===== config.mk =====
export PLATFORM = sky130hd
export DESIGN_NAME = ads8361_emulator
export DESIGN_NICKNAME = d
export VERILOG_FILES = /design/src/rtl/ads8361_pkg.sv /design/src/rtl/ads8361_edge_sync.sv /design/src/rtl/ads8361_emulator.sv
export SDC_FILE = /design/constraint.sdc
export NUM_CORES = 1
export LEC_CHECK = 0
export ABC_AREA = 1
export BUFFER_PORTS_ARGS = -buffer_cell sky130_fd_sc_hd__buf_2
export CAP_MARGIN = 20
export CORE_MARGIN = 5
export CORE_UTILIZATION = 50
export DETAILED_ROUTE_END_ITERATION = 10
export GPL_TIMING_DRIVEN = 0
export PLACE_DENSITY = 0.73
export SLEW_MARGIN = 5
export SYNTH_ARGS = -nofsm -noshare
export SYNTH_HDL_FRONTEND = slang
export SYNTH_HIERARCHICAL = 1
export SYNTH_SLANG_ARGS = --single-unit

===== constraint.sdc =====
create_clock -name i_clk -period 4.1 [get_ports i_clk]
set_clock_uncertainty 0.1 [all_clocks]
set_input_delay 0.41 -clock i_clk [delete_from_list [all_inputs] [get_ports i_clk]]
set_output_delay 0.41 -clock i_clk [all_outputs]
set_load 0.02 [all_outputs]

===== src/rtl/ads8361_pkg.sv =====
// ads8361_pkg
// Shared definitions for the ADS8361 device-side emulator: FSM state codes,
// the nominal conversion period in ADC clocks, and the default word width.
package ads8361_pkg;

   typedef logic [1:0] state_t;

   localparam state_t ST_IDLE  = 2'd0;
   localparam state_t ST_ARMED = 2'd1;
   localparam state_t ST_LEAD  = 2'd2;
   localparam state_t ST_DATA  = 2'd3;

   // ADC clocks between conversion starts issued by the interface master
   localparam int FRAME_CLKS = 20;

   localparam int DEFAULT_DATA_BITS = 16;

endpackage


===== src/rtl/ads8361_edge_sync.sv =====
// ads8361_edge_sync
// Brings an asynchronous level (the master's ADC clock) into the i_clk domain
// through a flop chain and reports its rising and falling transitions as
// single-cycle pulses, judged against a one-flop history of the synchronized level.
module ads8361_edge_sync #(
   parameter int SYNC_STAGES = 2
) (
   input  logic i_clk,
   input  logic i_reset_n,
   input  logic raw,
   output logic rise,
   output logic fall
);

   logic [SYNC_STAGES-1:0] sync_q;
   logic                   hist_q;
   logic                   synced;

   assign synced = sync_q[SYNC_STAGES-1];

   // Synchronizer chain plus one flop of history for edge comparison
   always_ff @(posedge i_clk) begin
      if (!i_reset_n) begin
         sync_q <= '0;
         hist_q <= 1'b0;
      end else begin
         sync_q <= {sync_q[SYNC_STAGES-2:0], raw};
         hist_q <= synced;
      end
   end

   assign rise = synced & ~hist_q;
   assign fall = ~synced & hist_q;

endmodule


===== src/rtl/ads8361_emulator.sv =====
// ads8361_emulator
// Device-side model of the ADS8361 dual-channel serial ADC. The master's ADC
// clock is sampled as data; a conversion start seen on its rising edge captures
// the A/B words, and the frame (indicator bits, then the words MSB first) is
// shifted out on the two data lines, updating only on falling ADC clock edges.
module ads8361_emulator
   import ads8361_pkg::*;
#(
   parameter int SYNC_STAGES = 2,
   parameter int DATA_BITS   = DEFAULT_DATA_BITS,
   parameter int LEAD_CLKS   = 2,
   parameter bit ALTERNATE   = 1'b1
) (
   input  logic                 i_clk,
   input  logic                 i_reset_n,
   input  logic                 i_adc_clock,
   input  logic                 i_conv_start,
   input  logic [DATA_BITS-1:0] i_sample_a,
   input  logic [DATA_BITS-1:0] i_sample_b,
   input  logic                 i_sample_valid,
   output logic                 o_adc_data1,
   output logic                 o_adc_data2,
   output logic                 o_busy,
   output logic                 o_frame_done,
   output logic                 o_frame_error,
   output logic                 o_channel_sel
);

   localparam int BIT_W  = (DATA_BITS > 1) ? $clog2(DATA_BITS) : 1;
   localparam int LEAD_W = $clog2(LEAD_CLKS + 1);

   localparam logic [BIT_W-1:0]  BIT_LAST  = BIT_W'(DATA_BITS - 1);
   localparam logic [LEAD_W-1:0] LEAD_LAST = LEAD_W'(LEAD_CLKS);

   logic                   adc_rise;
   logic                   adc_fall;
   logic [SYNC_STAGES-1:0] conv_sync_q;
   logic                   conv_synced;

   logic [DATA_BITS-1:0]   hold_a;
   logic [DATA_BITS-1:0]   hold_b;
   logic [DATA_BITS-1:0]   cap_a;
   logic [DATA_BITS-1:0]   cap_b;
   logic [DATA_BITS-1:0]   shift_a;
   logic [DATA_BITS-1:0]   shift_b;

   state_t                 state;
   logic [BIT_W-1:0]       bit_cnt;
   logic [LEAD_W-1:0]      lead_cnt;
   logic                   frame_toggle;
   logic                   channel_sel;
   logic                   data1_q;
   logic                   data2_q;
   logic                   done_q;
   logic                   error_q;
   logic                   next_bit1;
   logic                   next_bit2;

   ads8361_edge_sync #(
      .SYNC_STAGES (SYNC_STAGES)
   ) u_clock_sync (
      .i_clk     (i_clk),
      .i_reset_n (i_reset_n),
      .raw       (i_adc_clock),
      .rise      (adc_rise),
      .fall      (adc_fall)
   );

   // Conversion start only needs the level, delayed to line up with the clock edge pulses
   always_ff @(posedge i_clk) begin
      if (!i_reset_n) begin
         conv_sync_q <= '0;
      end else begin
         conv_sync_q <= {conv_sync_q[SYNC_STAGES-2:0], i_conv_start};
      end
   end

   assign conv_synced = conv_sync_q[SYNC_STAGES-1];

   // Holding registers follow the fabric whenever it offers a new sample pair
   always_ff @(posedge i_clk) begin
      if (!i_reset_n) begin
         hold_a <= '0;
         hold_b <= '0;
      end else if (i_sample_valid) begin
         hold_a <= i_sample_a;
         hold_b <= i_sample_b;
      end
   end

   // A valid arriving on the capture cycle wins over the older held words
   assign cap_a = i_sample_valid ? i_sample_a : hold_a;
   assign cap_b = i_sample_valid ? i_sample_b : hold_b;

   // Line 1 carries B when the channels are swapped for this frame
   assign next_bit1 = channel_sel ? shift_b[DATA_BITS-1] : shift_a[DATA_BITS-1];
   assign next_bit2 = channel_sel ? shift_a[DATA_BITS-1] : shift_b[DATA_BITS-1];

   // Frame sequencer: captures on rising ADC edges, drives the lines on falling ones
   always_ff @(posedge i_clk) begin
      if (!i_reset_n) begin
         state        <= ST_IDLE;
         shift_a      <= '0;
         shift_b      <= '0;
         bit_cnt      <= '0;
         lead_cnt     <= '0;
         frame_toggle <= 1'b0;
         channel_sel  <= 1'b0;
         data1_q      <= 1'b0;
         data2_q      <= 1'b0;
         done_q       <= 1'b0;
         error_q      <= 1'b0;
      end else begin
         done_q  <= 1'b0;
         error_q <= 1'b0;

         if (adc_rise && conv_synced) begin
            if (state == ST_IDLE) begin
               shift_a <= cap_a;
               shift_b <= cap_b;
               if (ALTERNATE) begin
                  channel_sel  <= frame_toggle;
                  frame_toggle <= ~frame_toggle;
               end
               state <= ST_ARMED;
            end else begin
               error_q <= 1'b1;
            end
         end

         if (adc_fall) begin
            case (state)
               ST_ARMED: begin
                  data1_q  <= ~channel_sel;
                  data2_q  <= channel_sel;
                  lead_cnt <= LEAD_W'(1);
                  state    <= ST_LEAD;
               end
               ST_LEAD: begin
                  if (lead_cnt == LEAD_LAST) begin
                     data1_q <= next_bit1;
                     data2_q <= next_bit2;
                     shift_a <= shift_a << 1;
                     shift_b <= shift_b << 1;
                     bit_cnt <= BIT_LAST;
                     state   <= ST_DATA;
                  end else begin
                     lead_cnt <= lead_cnt + 1'b1;
                  end
               end
               ST_DATA: begin
                  if (bit_cnt == '0) begin
                     data1_q <= 1'b0;
                     data2_q <= 1'b0;
                     done_q  <= 1'b1;
                     state   <= ST_IDLE;
                  end else begin
                     data1_q <= next_bit1;
                     data2_q <= next_bit2;
                     shift_a <= shift_a << 1;
                     shift_b <= shift_b << 1;
                     bit_cnt <= bit_cnt - 1'b1;
                  end
               end
               default: begin
               end
            endcase
         end
      end
   end

   assign o_adc_data1   = data1_q;
   assign o_adc_data2   = data2_q;
   assign o_busy        = (state != ST_IDLE);
   assign o_frame_done  = done_q;
   assign o_frame_error = error_q;
   assign o_channel_sel = channel_sel;

endmodule


==> impl_metrics.env, run 1 <==
export IMPL_status="finished, final reports clean"
export IMPL_slew_violations=0
export IMPL_synth_simple_gate_area_share_pct=29.4
export IMPL_yosys_register_bits=83
export IMPL_gp_congestion=0.783
export IMPL_syn_inst=500
export IMPL_drtIter0Drc=194
export IMPL_fin_nets=591
export IMPL_grt_ovfl_total=0
export IMPL_drive_above_1_share_pct=14.0
export IMPL_clk_path_buf_depth=2
export IMPL_root_buffer="clkbuf_8"
export IMPL_htree_levels=3
export IMPL_cp_data_arrival_time_ps=1980
export IMPL_dr_pass1_iters=4
export IMPL_cap_violations=0
export IMPL_initial_core_util_pct=51.2
export IMPL_routed_wirelength_mm=7.60
export IMPL_postRouteAntennaNets=0
export IMPL_critPathLaunchType="flip-flop"
export IMPL_power_density_nw_per_um2=397
export IMPL_p_clk_share_pct=40.3
export IMPL_fill_cells=659
export IMPL_cts_buffers=9
export IMPL_required_ps=4300
export IMPL_dieWidth_microns=93.2
export IMPL_row_count=30
export IMPL_die_area_sq_um=8680
export IMPL_finalSetupViolations=0
export IMPL_port_buffers=41
export IMPL_clock_sinks=83
export IMPL_cts_resized=0
export IMPL_hold_class="in2reg"
export IMPL_setup_worst_path_class="reg2reg"
export IMPL_cts_tree="yes"
export IMPL_muxShareOfSynthArea_pct=0
export IMPL_hold_violations=0
export IMPL_synth_cell_type_count=25
export IMPL_crit_path_end_kind="flip-flop"
export IMPL_synth_top_area_share_pct=48.1
export IMPL_max_stage_delay_ps=320
export IMPL_timing_setup_tns_ps=0
export IMPL_cts_hold_buf=0
export IMPL_dpl_worst_slack_ps=2350
export IMPL_yosysTopAreaCell="dfxtp_1"
export IMPL_leakagePower_nw=1.92
export IMPL_synth_top_family_by_area="simple AND/OR/NAND/NOR gates"
export IMPL_worst_skew_pair_late_latency_ps=350
export IMPL_switching_power_uw=369
export IMPL_antenna_found_initial=0
export IMPL_die_h_microns=93.2
export IMPL_fin_crit_ps=1780
export IMPL_antenna_cells=0
export IMPL_ys_warn_count=6
export IMPL_routedWlPerCell_microns=11.9
export IMPL_synthesis_nets=539
export IMPL_ios=43
export IMPL_grt_first_pass_wirelength_mm=13.1
export IMPL_cp_cell_sequence="inv_1, ha_1, nor2_1, nor2_2, nand2_2, nand2_2, inv_2, buf_6, buf_6, nand2_1, nand2_1"
export IMPL_synth_compound_area_share_pct=11.7
export IMPL_max_slew_worst_pin_slew_ps=555
export IMPL_vias_per_cell=4.92
export IMPL_power_frac_seq_pct=53.1
export IMPL_cp_slowest_cell="dfxtp_1"
export IMPL_grt_usage_pct=18.7
export IMPL_cp_max_fo=10
export IMPL_dp_hpwl_mm=5.33
export IMPL_combPwrFrac_pct=6.6
export IMPL_drc=0
export IMPL_period_share_pct=43.4
export IMPL_clkTransAtPathRegs_ps=80
export IMPL_rsz0062_at_grt="no"
export IMPL_routed_via_count=3134
export IMPL_core_area_sq_um=6760
export IMPL_ir_worst_vdd_mv=0.257
export IMPL_postSynthAreaPerCell_sq_um=6.91
export IMPL_synth_area_leaders="dfxtp_1 48%, nand2_1 17%, o21ai_0 8.7%"
export IMPL_area_growth_pct=15.1
export IMPL_yosysSeqAreaShare_pct=48.1
export IMPL_synth_area_sq_um=3460
export IMPL_internal_power_mw=1.21
export IMPL_postCtsSetupBuffers=0
export IMPL_fmax_mhz=562
export IMPL_grt_pass1_vias=3060
export IMPL_grt_max_degree=15
export IMPL_swShare_pct=23.4
export IMPL_synth_adder_area_share_pct=0.724
export IMPL_finalWorstSetupSlack_ps=2320
export IMPL_slew_headroom_pct=63.0
export IMPL_synth_xor_area_share_pct=0.253
-- synth_stat cells --
library cell  instances
nand2_1             157
dfxtp_1              83
o21ai_0              60
inv_1                53
nor2_1               47
nand3_1              36
clkbuf_1             13
a21oi_1              12
buf_2                 9
o21ai_1               6
nand2_2               3
nor3_1                3
buf_1                 2
buf_6                 2
ha_1                  2
inv_2                 2
nor2_2                2
a21boi_0              1
buf_4                 1
clkinv_1              1
nand3_2               1
nand4_1               1
o31ai_1               1
or2_2                 1
xnor2_1               1
-- state kept, by name, indices dropped and copies added, names as in the netlist, 2 cells and up --
register / flops
shift_a: 16
bit_cnt: 4
lead_cnt: 2
state: 2
u_clock_sync/sync_q: 2
shift_b: 16
hold_b: 16
conv_sync_q: 2
hold_a: 16
-- per-stage QoR --
| stage | utilization (%) | hold WS (ps) | instance area, sq um | power [mW] | cells |
|---|---|---|---|---|---|
| CTS | 58.9 | 131 | 3980 | 1.59 | 637 |
| finish | 58.9 | 143 | 3980 | 1.58 | 637 |
| floorplan | - | 290 | 3460 | 0.922 | 500 |
| global route | 58.9 | 138 | 3980 | 1.65 | 637 |
| detailed placement | 55.7 | 312 | 3760 | 0.962 | 621 |
| global placement | 55.7 | 294 | 3760 | 0.958 | 621 |
-- layout by cell type (no fill, tap or decap), drive strengths merged, types with 2 or more instances in the layout --
cell type,synthesis,routed
nand2,160,160
clkbuf,13,22
nand3,37,37
a21oi,12,12
buf,14,55
o21ai,66,66
nor2,49,49
clkinv,1,6
ha,2,2
nor3,3,3
dfxtp,83,83
bufinv,0,2
inv,55,55
-- layout make-up --
cell class              instances  area [sq um]  share of cell area [%]
flip-flops and latches         83          1660                    41.8
clock buffers                   9           124                    3.11
well taps                      80           100                    2.52
plain buffers                  27           131                    3.30
multi-input cells             334          1450                    36.5
repair buffers                 41           205                    5.16
clock inverters                 7          92.6                    2.33
inverters                      56           210                    5.28
-- metal layers --
metal | GRT usage, % | wire length (microns) | vias to the layer above | share of wire (%)
met5 | 0 | 0 | - | 0
met4 | 7.69 | 129 | 0 | 1.7
li1 | - | - | 1667 | -
met3 | 3.38 | 180 | 11 | 2.4
met1 | 22.4 | 3650 | 1423 | 48
met2 | 33.1 | 3640 | 33 | 48
-- power by group through the flow --
stage / Sequential, mW / Clock [mW] / Combinational, mW
2_1_floorplan: 0.855 / 0 / 0.0666
3_3_place_gp: 0.856 / 0 / 0.102
3_5_place_dp: 0.857 / 0 / 0.105
4_1_cts: 0.838 / 0.650 / 0.105
5_1_grt: 0.841 / 0.691 / 0.120
6_report: 0.838 / 0.637 / 0.104
-- path summary, 6_finish.rpt --
path	start	endpoint	slack, ps	depth (start not counted)
setup / recovery	lead_cnt[0]	shift_b[15]	2320	11
hold / removal	i_conv_start	conv_sync_q[0]	140	3
setup reg to reg	lead_cnt[0]	shift_b[15]	2320	11
hold reg to reg	conv_sync_q[0]	conv_sync_q[1]	320	2
-- worst max-delay path, delay by kind of cell, from the launching register on --
kind                     cells  cell delay, ps
adder cells (fa/ha/maj)      1             210
AND/OR/NAND/NOR              6             670
buffers and inverters        4             430
flip-flops                   1             320
-- kinds of logic after synthesis --
family | count (synthesis)
AOI/OAI and AO/OA | 80
xor gates and xnor gates | 1
adders and majority gates | 2
buffers and inverters | 83
DFF | 83
and+or+nand+nor | 251
Note: power is estimated with default switching activity, not from simulation.
==> run 2, diff against run 1 <==
==> constraint.sdc (replaced) <==
create_clock -name i_clk -period 1.7 [get_ports i_clk]
set_clock_uncertainty 0.1 [all_clocks]
set_input_delay 0.17 -clock i_clk [delete_from_list [all_inputs] [get_ports i_clk]]
set_output_delay 0.17 -clock i_clk [all_outputs]
set_load 0.02 [all_outputs]
==> run 2 against run 1 <==
  * Power is 140% higher
  * Largest cell class unchanged
  * Clock power is 140% higher
  * Sequential share of layout area is 2.0 points lower
  * Combinational power grew to 2.7 times the previous value
  * Largest power group unchanged
  * Non-clock buffer count is 12 higher
  * Via count is 3.2% higher
  * Sequential power is 140% higher
  * First-iteration DRC count is 9.8% lower
==> impl_metrics.env, run 2 (synthesized netlist as in run 1, its figures left out) <==
export IMPL_status="finished, final reports clean"
export IMPL_drtIter0Drc=175
export IMPL_initial_core_util_pct=51.2
export IMPL_hold_class="in2reg"
export IMPL_dp_hpwl_mm=5.33
export IMPL_cts_tree="yes"
export IMPL_leakagePower_nw=2.01
export IMPL_max_stage_delay_ps=520
export IMPL_area_growth_pct=20.9
export IMPL_cap_violations=0
export IMPL_fin_area_sq_um=4180
export IMPL_hold_violations=0
export IMPL_max_slew_worst_pin_slew_ps=516
export IMPL_mostFrequentLayoutCells="157 x nand2_1, 83 x dfxtp_1, 60 x o21ai_0"
export IMPL_antenna_cells=0
export IMPL_worst_skew_pair_late_latency_ps=350
export IMPL_critPathLaunchType="input port"
export IMPL_fill_cells=608
export IMPL_seqCellArea_sq_um=1660
export IMPL_grt_usage_pct=18.9
export IMPL_cp_data_arrival_time_ps=1800
export IMPL_timing_setup_tns_ps=0
export IMPL_crit_path_end_kind="flip-flop"
export IMPL_htree_levels=3
export IMPL_fin_util_pct=61.9
export IMPL_slew_violations=0
export IMPL_clock_sinks=83
export IMPL_clkTransAtPathRegs_ps=90
export IMPL_crit_top_cell="buf_2"
export IMPL_grt_ovfl_total=0
export IMPL_routed_via_count=3235
export IMPL_cp_cell_sequence="dlygate4sd3_1, buf_2, buf_2, clkinv_1, clkbuf_2, a21oi_1"
export IMPL_row_count=30
export IMPL_drc=0
export IMPL_cp_slowest_cell="dlygate4sd3_1"
export IMPL_drive_above_1_share_pct=17.8
export IMPL_root_buffer="clkbuf_8"
export IMPL_grt_pass1_vias=3094
export IMPL_postRouteAntennaNets=0
export IMPL_dieWidth_microns=93.2
export IMPL_power_density_nw_per_um2=919
export IMPL_crit_buf_inv=5
export IMPL_routedWlPerCell_microns=12.2
export IMPL_gp_congestion=0.783
export IMPL_layout_commonest_cell="nand2_1"
export IMPL_ios=43
export IMPL_fin_hold_ws_ps=51.1
export IMPL_die_h_microns=93.2
export IMPL_dr_pass1_iters=5
export IMPL_ir_worst_vdd_mv=0.626
export IMPL_routed_wirelength_mm=7.94
export IMPL_period_share_pct=95.7
export IMPL_core_area_sq_um=6760
export IMPL_fmax_mhz=615
export IMPL_grt_max_degree=15
export IMPL_antenna_found_initial=0
export IMPL_cts_buffers=9
export IMPL_fin_crit_ps=1630
export IMPL_required_ps=1870
export IMPL_multi_input_area_sq_um=1490
export IMPL_vias_per_cell=4.98
export IMPL_setup_worst_path_class="in2reg"
export IMPL_port_buffers=41
export IMPL_postPlaceCellArea_sq_um=3760
export IMPL_clk_path_buf_depth=2
export IMPL_die_area_sq_um=8680
export IMPL_cp_max_fo=10
export IMPL_slew_headroom_pct=65.6
export IMPL_fin_nets=603
export IMPL_critPathTopFamily="buffers and inverters"
export IMPL_finalSetupViolations=0
export IMPL_grt_first_pass_wirelength_mm=13.3
==> run 2: changes by cell type in the layout (fill, tap and decap cells not counted), moves of 2 or more <==
cell           delta
clkbuf_1          -7
clkbuf_2          +7
buf_4             +5
dlygate4sd3_1     +4
nor2_1            -4
nor2_2            +3
buf_12            +2
buf_6             -2
buf_8             +2
ha_1              -2
==> run 2: what timing repair did <==
| action | CTS | global route |
|---|---|---|
| pin swaps | 0 | 3 |
| hold endpoints to repair | 4 | 0 |
| hold buffers | 4 | 0 |
| endpoints found under the setup margin | 20 | 62 |
| setup buffers | 0 | 7 |
| gates cloned | 0 | 1 |
| resized for setup | 3 | 25 |
==> run 2: layer usage <==
metal / up-vias / global-route usage [%] / part of all wire (%)
li1: 1689 / - / -
met1: 1463 / 22.6 / 46
met2: 71 / 33.4 / 48
met3: 12 / 3.38 / 3.9
met4: 0 / 7.69 / 1.6
met5: - / 0 / 0
==> run 2: report_power, final <==
part / leakage (nW) / internal (mW) / switching, mW
clock: 0.113 / 0.824 / 0.711
sequential: 0.678 / 2.00 / 0.0172
combinational: 1.22 / 0.114 / 0.169
==> run 2: final timing paths <==
| check | startpoint | to | slack, ps | cells past startpoint |
|---|---|---|---|---|
| max reg2reg | lead_cnt[0] | shift_b[15] | 100 | 11 |
| min | i_sample_b[5] | hold_b[5] | 50 | 5 |
| max | i_reset_n | state[1] | 70 | 6 |
| min reg2reg | conv_sync_q[0] | conv_sync_q[1] | 320 | 2 |
==> run 2: layout make-up <==
class                   instances  area share (%)
plain buffers                  27            3.59
clock buffers                   9            2.96
clock inverters                 7            2.21
inverters                      56            5.03
multi-input cells             334            35.7
flip-flops and latches         83            39.7
well taps                      80            2.39
repair buffers                 53            8.32
==> run 2: worst min-delay path: cells and delay by family <==
kind / cells / cell delay [ps]
buffers and inverters: 2 / 130
AO/OA/AOI/OAI: 1 / 90
AND/OR/NAND/NOR: 2 / 70
==> run 2: stage by stage <==
stage                     cells  worst slack (ps)  total power [mW]
final                       649              73.0              3.84
after global routing        649             -32.9              4.02
after CTS                   641              1.66              3.85
after detailed placement    621             -52.4              2.32
after global placement      621              14.0              2.31
after floorplan             500               202              2.22
